**config.mk**
```make
export PLATFORM = sky130hd
export DESIGN_NAME = inv_mix_column_flat
export DESIGN_NICKNAME = d
export VERILOG_FILES = /design/src/rtl/aes_pkg.sv /design/src/rtl/inv_mix_column_if.sv /design/src/rtl/inv_mix_col_word.sv /design/src/rtl/inv_mix_column.sv /design/src/flat_wrapper.sv
export SDC_FILE = /design/constraint.sdc
export NUM_CORES = 1
export LEC_CHECK = 0
export BUFFER_PORTS_ARGS = -buffer_cell sky130_fd_sc_hd__clkbuf_2
export CAP_MARGIN = 20
export CORE_AREA = 2 2 103 105
export DETAILED_ROUTE_END_ITERATION = 8
export DIE_AREA = 0 0 105 107
export GPL_TIMING_DRIVEN = 0
export PLACE_DENSITY = 0.45
export SETUP_SLACK_MARGIN = 0.05
export SYNTH_ARGS = -nofsm -noshare
export SYNTH_HDL_FRONTEND = slang
export SYNTH_SLANG_ARGS = --single-unit
```
**constraint.sdc**
```tcl
create_clock -name clk_i -period 1.3 [get_ports clk_i]
set_input_delay 0.26 -clock clk_i [delete_from_list [all_inputs] [get_ports clk_i]]
set_output_delay 0.26 -clock clk_i [all_outputs]
set_load 0.005 [all_outputs]
```
**src/rtl/aes_pkg.sv**
```systemverilog
// Shared constants, state encoding and GF(2^8) helpers for the AES
// InvMixColumns engine.
package aes_pkg;

    // Low byte of the AES reduction polynomial x^8 + x^4 + x^3 + x + 1.
    localparam logic [7:0] GF_POLY = 8'h1B;

    // Column coefficients, row-0 coefficient in the top byte. Row r uses the
    // same set rotated: coefficient j multiplies byte (r + j) mod 4.
    localparam logic [3:0][7:0] INV_COEFS = 32'h0e0b0d09;
    localparam logic [3:0][7:0] FWD_COEFS = 32'h02030101;

    typedef enum logic [1:0] {
        IDLE = 2'd0,
        BUSY = 2'd1,
        DONE = 2'd2
    } state_t;

    function automatic logic [7:0] xtime(input logic [7:0] b);
        return {b[6:0], 1'b0} ^ (b[7] ? GF_POLY : 8'h00);
    endfunction

    // Byte times constant; every AES mix coefficient fits in the low nibble.
    function automatic logic [7:0] gf_mul_const(input logic [7:0] b, input logic [3:0] c);
        logic [7:0] acc;
        logic [7:0] p;
        acc = 8'h00;
        p   = b;
        for (int i = 0; i < 4; i++) begin
            if (c[i]) acc = acc ^ p;
            p = xtime(p);
        end
        return acc;
    endfunction

endpackage

```
**src/rtl/inv_mix_column_if.sv**
```systemverilog
// Input/output valid-ready handshake bundle for the InvMixColumns engine.
interface inv_mix_column_if #(
    parameter int WIDTH = 128
);
    logic [WIDTH-1:0] data_i;
    logic             valid_i;
    logic             ready_o;
    logic             mode_i;
    logic [WIDTH-1:0] data_o;
    logic             valid_o;
    logic             ready_i;

    modport master (
        output data_i, valid_i, mode_i, ready_i,
        input  ready_o, data_o, valid_o
    );

    modport slave (
        input  data_i, valid_i, mode_i, ready_i,
        output ready_o, data_o, valid_o
    );
endinterface

```
**src/rtl/inv_mix_col_word.sv**
```systemverilog
// Combinational single-column (32-bit) MixColumns / InvMixColumns transform.
// Row 0 byte sits in the column MSB. Forward mode exists only when
// INV_MIX_FWD_EN is defined; otherwise the mode input is ignored.
module inv_mix_col_word
    import aes_pkg::*;
(
    input  logic [31:0] col_in,
    input  logic        mode,
    output logic [31:0] col_out
);

    // Packed index 3 holds row 0, so row r lives at index 3 - r.
    logic [3:0][7:0] a;
    logic [3:0][7:0] y;

    assign a       = col_in;
    assign col_out = y;

`ifdef INV_MIX_FWD_EN
    logic [3:0][7:0] x2;
    logic [3:0][7:0] x4;
    logic [3:0][7:0] x8;
    logic [3:0][7:0] coefs;

    // Pick one coefficient from the shared xtime chain of a byte.
    function automatic logic [7:0] sel_mul(
        input logic [3:0] c,
        input logic [7:0] m1,
        input logic [7:0] m2,
        input logic [7:0] m4,
        input logic [7:0] m8
    );
        return (c[0] ? m1 : 8'h00) ^ (c[1] ? m2 : 8'h00) ^
               (c[2] ? m4 : 8'h00) ^ (c[3] ? m8 : 8'h00);
    endfunction

    assign coefs = mode ? FWD_COEFS : INV_COEFS;

    // One xtime chain per byte, shared by the forward and inverse matrices.
    always_comb begin
        for (int i = 0; i < 4; i++) begin
            x2[i] = xtime(a[i]);
            x4[i] = xtime(x2[i]);
            x8[i] = xtime(x4[i]);
        end
    end

    // Each output row is the XOR of four coefficient-weighted bytes.
    always_comb begin
        y = '0;
        for (int r = 0; r < 4; r++) begin
            for (int j = 0; j < 4; j++) begin
                y[2'(3 - r)] = y[2'(3 - r)] ^ sel_mul(coefs[2'(3 - j)][3:0],
                                                      a[2'(3 - r - j)],
                                                      x2[2'(3 - r - j)],
                                                      x4[2'(3 - r - j)],
                                                      x8[2'(3 - r - j)]);
            end
        end
    end
`else
    logic unused_mode;
    assign unused_mode = mode;

    // Inverse-only: constant coefficients, the multipliers fold to XOR trees.
    always_comb begin
        y = '0;
        for (int r = 0; r < 4; r++) begin
            for (int j = 0; j < 4; j++) begin
                y[2'(3 - r)] = y[2'(3 - r)] ^
                               gf_mul_const(a[2'(3 - r - j)], INV_COEFS[2'(3 - j)][3:0]);
            end
        end
    end
`endif

endmodule

```
**src/rtl/inv_mix_column.sv**
```systemverilog
// Iterative AES InvMixColumns engine: one column per clock, four columns per
// block, results returned over a valid/ready handshake.
// Optional macro INV_MIX_FWD_EN: per-block forward (MixColumns) mode via mode_i.
//
// state | meaning
// IDLE  | waiting for a block, ready_o = 1
// BUSY  | transforming column col (0..3)
// DONE  | result held on data_o with valid_o = 1 until ready_i
module inv_mix_column
    import aes_pkg::*;
(
    input  logic            clk_i,
    input  logic            rst_ni,
    inv_mix_column_if.slave bus
);

    state_t          state_q;
    state_t          state_d;
    logic [1:0]      col_q;
    logic [3:0][31:0] work_q;
    logic [3:0][31:0] result_q;
    logic            accept;
    logic            mode_eff;
    logic [31:0]     col_in;
    logic [31:0]     col_out;

`ifdef INV_MIX_FWD_EN
    logic            mode_q;
    assign mode_eff = mode_q;
`else
    assign mode_eff = 1'b0;
`endif

    // ready_o depends on ready_i only, never on valid_i.
    assign bus.ready_o = (state_q == IDLE) || ((state_q == DONE) && bus.ready_i);
    assign bus.valid_o = (state_q == DONE);
    assign bus.data_o  = result_q;
    assign accept      = bus.valid_i && bus.ready_o;

    // Column 0 is the top word, so column c sits at packed index 3 - c.
    assign col_in = work_q[2'd3 - col_q];

    inv_mix_col_word u_word (
        .col_in  (col_in),
        .mode    (mode_eff),
        .col_out (col_out)
    );

    // Next-state logic; a DONE handshake may chain straight into a new block.
    always_comb begin
        state_d = state_q;
        case (state_q)
            IDLE: if (accept) state_d = BUSY;
            BUSY: if (col_q == 2'd3) state_d = DONE;
            DONE: begin
                if (bus.ready_i) state_d = accept ? BUSY : IDLE;
            end
            default: state_d = IDLE;
        endcase
    end

    // State register.
    always_ff @(posedge clk_i or negedge rst_ni) begin
        if (!rst_ni) state_q <= IDLE;
        else         state_q <= state_d;
    end

    // Work/result registers and column counter.
    always_ff @(posedge clk_i or negedge rst_ni) begin
        if (!rst_ni) begin
            col_q    <= 2'd0;
            work_q   <= '0;
            result_q <= '0;
`ifdef INV_MIX_FWD_EN
            mode_q   <= 1'b0;
`endif
        end else if (accept) begin
            col_q  <= 2'd0;
            work_q <= bus.data_i;
`ifdef INV_MIX_FWD_EN
            mode_q <= bus.mode_i;
`endif
        end else if (state_q == BUSY) begin
            result_q[2'd3 - col_q] <= col_out;
            col_q                  <= col_q + 2'd1;
        end
    end

endmodule
```
**src/flat_wrapper.sv**
```systemverilog
// flat-port wrapper written by rule: the top's interface ports become plain ports
module inv_mix_column_flat import aes_pkg::*;
  (clk_i, rst_ni, bus_data_i, bus_valid_i, bus_mode_i, bus_ready_i, bus_ready_o, bus_data_o, bus_valid_o);
  inv_mix_column_if bus_i ();
  input  logic clk_i;
  input  logic rst_ni;
  input wire logic [$bits(bus_i.data_i)-1:0] bus_data_i;
  input wire logic [$bits(bus_i.valid_i)-1:0] bus_valid_i;
  input wire logic [$bits(bus_i.mode_i)-1:0] bus_mode_i;
  input wire logic [$bits(bus_i.ready_i)-1:0] bus_ready_i;
  output wire logic [$bits(bus_i.ready_o)-1:0] bus_ready_o;
  output wire logic [$bits(bus_i.data_o)-1:0] bus_data_o;
  output wire logic [$bits(bus_i.valid_o)-1:0] bus_valid_o;
  assign bus_i.data_i = bus_data_i;
  assign bus_i.valid_i = bus_valid_i;
  assign bus_i.mode_i = bus_mode_i;
  assign bus_i.ready_i = bus_ready_i;
  assign bus_ready_o = bus_i.ready_o;
  assign bus_data_o = bus_i.data_o;
  assign bus_valid_o = bus_i.valid_o;
  inv_mix_column u_core (.clk_i(clk_i), .rst_ni(rst_ni), .bus(bus_i));
endmodule
```
## Word-level counts from Yosys, hierarchy flattened

Index checks and enable logic that the tools add are counted.

| word-level totals | value |
|---|---|
| logic and storage cells | 35 |
| register bits after elaboration | 132 |
| input port bits | 133 |

| cells by class | value |
|---|---|
| reductions and logical operators | 8 |
| eq/ne operators | 6 |
| magnitude comparators | 2 |
| multiplexer cells | 10 |
| add/subtract/negate cells | 2 |
| bitwise logic cells | 1 |

Operators with widths:

| operator | number |
|---|---|
| bitwise mux 128 bit | 1 |
| demux 32 bit (select 2 bit) | 1 |
| two-way mux 32 bit | 1 |
| two-way mux 2 bit | 5 |
| one-hot mux 2 bit (3 select lines) | 1 |
| == test 2 bit, second input constant | 2 |
| != test 2 x 1 -> 1 bit, second input constant | 2 |
| logical AND 1 bit | 3 |
| < comparator 2 x 3 -> 1 bit, second input constant | 1 |
| AND reduction 3 bit | 1 |
| adder 2 x 1 -> 2 bit, second input constant | 1 |
| == test 2 x 1 -> 1 bit, second input constant | 1 |
| >= comparator 2 x 1 -> 1 bit, second input constant | 1 |
| zero test 2 bit | 1 |
| != test 2 bit, second input constant | 1 |
| AND reduction 2 bit | 1 |
| nonzero test 2 bit | 1 |
| subtractor 2 bit, first input constant | 1 |
| logical OR 1 bit | 1 |
| two-way mux 1 bit | 1 |
| inverter 1 bit | 1 |

## Logic depth before layout (Yosys ltp)

| logic depth | value |
|---|---|
| word-level depth | 7 |
| depth in mapped cells | 3 |

## Modules after synthesis

A second synthesis with hierarchy kept.

| second synthesis, totals | value |
|---|---|
| cell total of the unflattened synthesis | 645 |
| area, all modules | 10,795.4 um^2 |

Modules (own cells, without submodules):

| module | area an instance (um^2) | times used | cells an instance |
|---|---|---|---|
| inv_mix_column | 10,551.4 | 1 | 612 |
| inv_mix_col_word | 244.0 | 1 | 33 |

## Worst setup path after synthesis

No wires, ideal clock.

| path | value |
|---|---|
| path kind | register -> register |
| start point | reg u_core.col_q[0] |
| end point | reg u_core.col_q[1] |
| slack | 0.102 ns |
| data arrival time | 1.077 ns |
| required time | 1.179 ns |
| cell stages (with the launch flop) | 4 |
| period minus slack after synthesis | 1.198 ns |
| path buffers | 0 |
| path through | dfrtp_1 -> ha_1 -> mux2_2 -> a22o_1 |

| on the way | value |
|---|---|
| longest elaborated chain between the ends | 3 |

Ends and longest elaborated chain:

| element | line | RTL |
|---|---|---|
| start: declaration | inv_mix_column.sv:19 | `logic [1:0] col_q;` |
| start signal: assignment | inv_mix_column.sv:85 | `col_q <= col_q + 2'd1;` |
| adder 2 x 1 -> 2 bit | inv_mix_column.sv:85 |  |
| two-way mux 2 bit | inv_mix_column.sv:83 | `end else if (state_q == BUSY) begin` |
| two-way mux 2 bit | inv_mix_column.sv:77 | `end else if (accept) begin` |

No other way between the ends. The select of a mux whose other input is x is not followed.
A chain may end at the register's enable or synchronous reset.

## Worst setup path in the final report

Ends and elaborated chain as after synthesis.

==> results.sh <==
export IMPL_rows=37
export IMPL_cp_required_ns=1.40
export IMPL_cts_buffer_depth=2
export IMPL_fin_crit_ns=1.22
export IMPL_routedWlPerCell_um=4.35
export IMPL_diodes=0
export IMPL_grt_use_total_pct=2.59
export IMPL_setup_viol=0
export IMPL_worstPathCellList="ha_1, mux2_2, a22o_1"
export IMPL_avgViaCountPerCell=2.06
export IMPL_end_kind="flip-flop"
export IMPL_fin_cells=421
export IMPL_fin_worst_hold_slack_ns=0.287
export IMPL_io_pins=263
export IMPL_vias=869
export IMPL_fillers=1131
export IMPL_synth_cell_type_count=13
export IMPL_syn_avg_cell_area_um2=8.04
export IMPL_clk_insertion_delay_late_ns=0.22
export IMPL_ys_warn_count=0
export IMPL_worst_path_max_delay_cell="dfrtp_1"
export IMPL_post_route_util_pct=19.1
export IMPL_skew_ns=0.00364
export IMPL_start_util_pct=11.6
export IMPL_synth_area_um2=1170
export IMPL_preCtsSetupSlack_ns=0.0605
export IMPL_dpl_cell_count=414
export IMPL_ys_seq_area_share_pct=8.53
export IMPL_cts_tree="done"
export IMPL_cp_max_fo=2
export IMPL_final_setup_tns_ns=0
export IMPL_place_gp_congestion=0.633
export IMPL_antenna_found_initial=0
export IMPL_regArea_um2=103
export IMPL_fin_total_pwr_mw=1.24
export IMPL_slowest_delay_ns=0.38
export IMPL_synth_seq_cells=4
export IMPL_setup_slack_ns=0.0798
export IMPL_fp_dieH_um=107
export IMPL_cts_sinks=4
export IMPL_design_area_um2=1930
export IMPL_core_um2=10100
export IMPL_multi_input_area_um2=594
export IMPL_max_clock_freq_mhz=820
export IMPL_die_w_um=105
export IMPL_netlist_instances=146
export IMPL_wl_um=1830
export IMPL_numPortBuffers=5
export IMPL_rsz0062_at_grt="true"
export IMPL_nNetsFinal=421
export IMPL_grt_pass1_vias=609
export IMPL_dieArea_um2=11200
export IMPL_drive_above_1_share_pct=50.5
export IMPL_grt_pass1_wl_um=2450
export IMPL_crit_type="reg2reg"
export IMPL_drt_first_pass_iters=4
export IMPL_cp_arrival_ns=1.32
export IMPL_max_cap_violations=0
export IMPL_hpwl_um=1750
export IMPL_startpoint_type="flip-flop"
export IMPL_drv_slew=0
export IMPL_path_clk_slew_ns=0.03
export IMPL_place_area_um2=1850
export IMPL_peakVddDrop_mv=0.251
export IMPL_power_density_nw_per_um2=643
export IMPL_ant_nets=0
export IMPL_leakage_nw=1.27
export IMPL_cts_buffers=3
export IMPL_status="finished clean"
export IMPL_area_growth_syn_to_layout_pct=64.2
export IMPL_h_tree_depth=1
export IMPL_drtIter0Drc=15
export IMPL_period_share_pct=93.9
export IMPL_drcViolationCount=0
export IMPL_hold_viol_final=0
export IMPL_grt_max_degree=9
export IMPL_holdCritPathClass="in2reg"
export IMPL_grt_remaining_overflow=0
export IMPL_root_buffer="clkbuf_8"
[final timing paths]
path                                 start  cells after the start  slack [ns]           endpoint
max in group asynchronous           rst_ni                      2        0.76  u_core.state_q[1]
hold / removal                 bus_valid_i                      2        0.29  u_core.state_q[0]
min in group asynchronous           rst_ni                      2        0.40  u_core.state_q[0]
hold reg to reg            u_core.col_q[1]                      1        0.54    u_core.col_q[1]
setup reg to reg           u_core.col_q[0]                      3        0.08    u_core.col_q[1]
setup / recovery           u_core.col_q[0]                      3        0.08    u_core.col_q[1]
[synth_stat cells]
cell type	instances	share of area, %
buf_4	128	82
nand3b_1	1	0.64
nand2b_2	1	0.75
xnor2_1	1	0.75
a22o_1	3	2.2
nor2b_1	1	0.53
nor2_1	1	0.32
o21ai_0	2	0.85
nor2b_4	1	1.2
dfrtp_1	4	8.5
ha_1	1	1.1
mux2_2	1	0.96
conb_1	1	0.32
[cell usage in the layout, fill, tap and decap left out]
master | synthesis | routed
buf_4 | 128 | 131
conb_1 | 1 | 128
clkbuf_2 | 0 | 5
a22o_1 | 3 | 3
clkbuf_8 | 0 | 3
o21ai_0 | 2 | 2
dfrtp_1 | 4 | 2
dfrtp_2 | 0 | 2
nand2b_4 | 0 | 1
nor2b_4 | 1 | 1
nor2b_1 | 1 | 1
nor2_1 | 1 | 1
xnor2_1 | 1 | 1
mux2_2 | 1 | 1
nand3b_1 | 1 | 1
ha_1 | 1 | 1
dlygate4sd3_1 | 0 | 1
[sequential cells by signal (all words and copies together), names as in the netlist]
register	cells
u_core.state_q	2
u_core.col_q	2
[cells by family after synthesis]
family	synth area share (%)
compound gates	3.09
xor+xnor	0.746
fa+ha+maj	1.07
buf+inv	81.9
flops	8.53
mux	0.959
other cells	0.320
simple gates	3.41
[layout make-up]
class	instances	area share [%]
multi-input cells	141	30.8
well taps	136	8.83
clock buffers	3	2.14
plain buffers	128	49.9
flip-flops and latches	4	5.32
repair buffers	9	2.99
[report_power, final]
group | switching, mW | leakage [nW] | total (mW) | internal [mW]
clock network | 0.0660 | 0.0216 | 0.264 | 0.198
registers | 0.0719 | 0.0473 | 0.262 | 0.191
logic | 0.263 | 1.21 | 0.713 | 0.451
[repair_timing]
action                                  CTS  global route
endpoints found under the hold margin     4             0
endpoints found under the setup margin    2             2
buffers inserted                          2             1
hold buffers                              1             0
gates resized for setup                   1             2
[worst max-delay path: cells and delay by family, from the launching register on]
family,cells,cell delay (ns)
AO/OA/AOI/OAI,1,0.18
adder cells (fa/ha/maj),1,0.29
multiplexers,1,0.25
flip-flops,1,0.38
[per-layer routing]
metal	track usage (%)	wire length (µm)	vias up
li1	-	-	470
met1	2.67	614	292
met2	4.17	712	107
met3	1.64	505	0
met4	1.14	0	0
met5	0	0	-
Note: power is estimated with default switching activity, not from simulation.
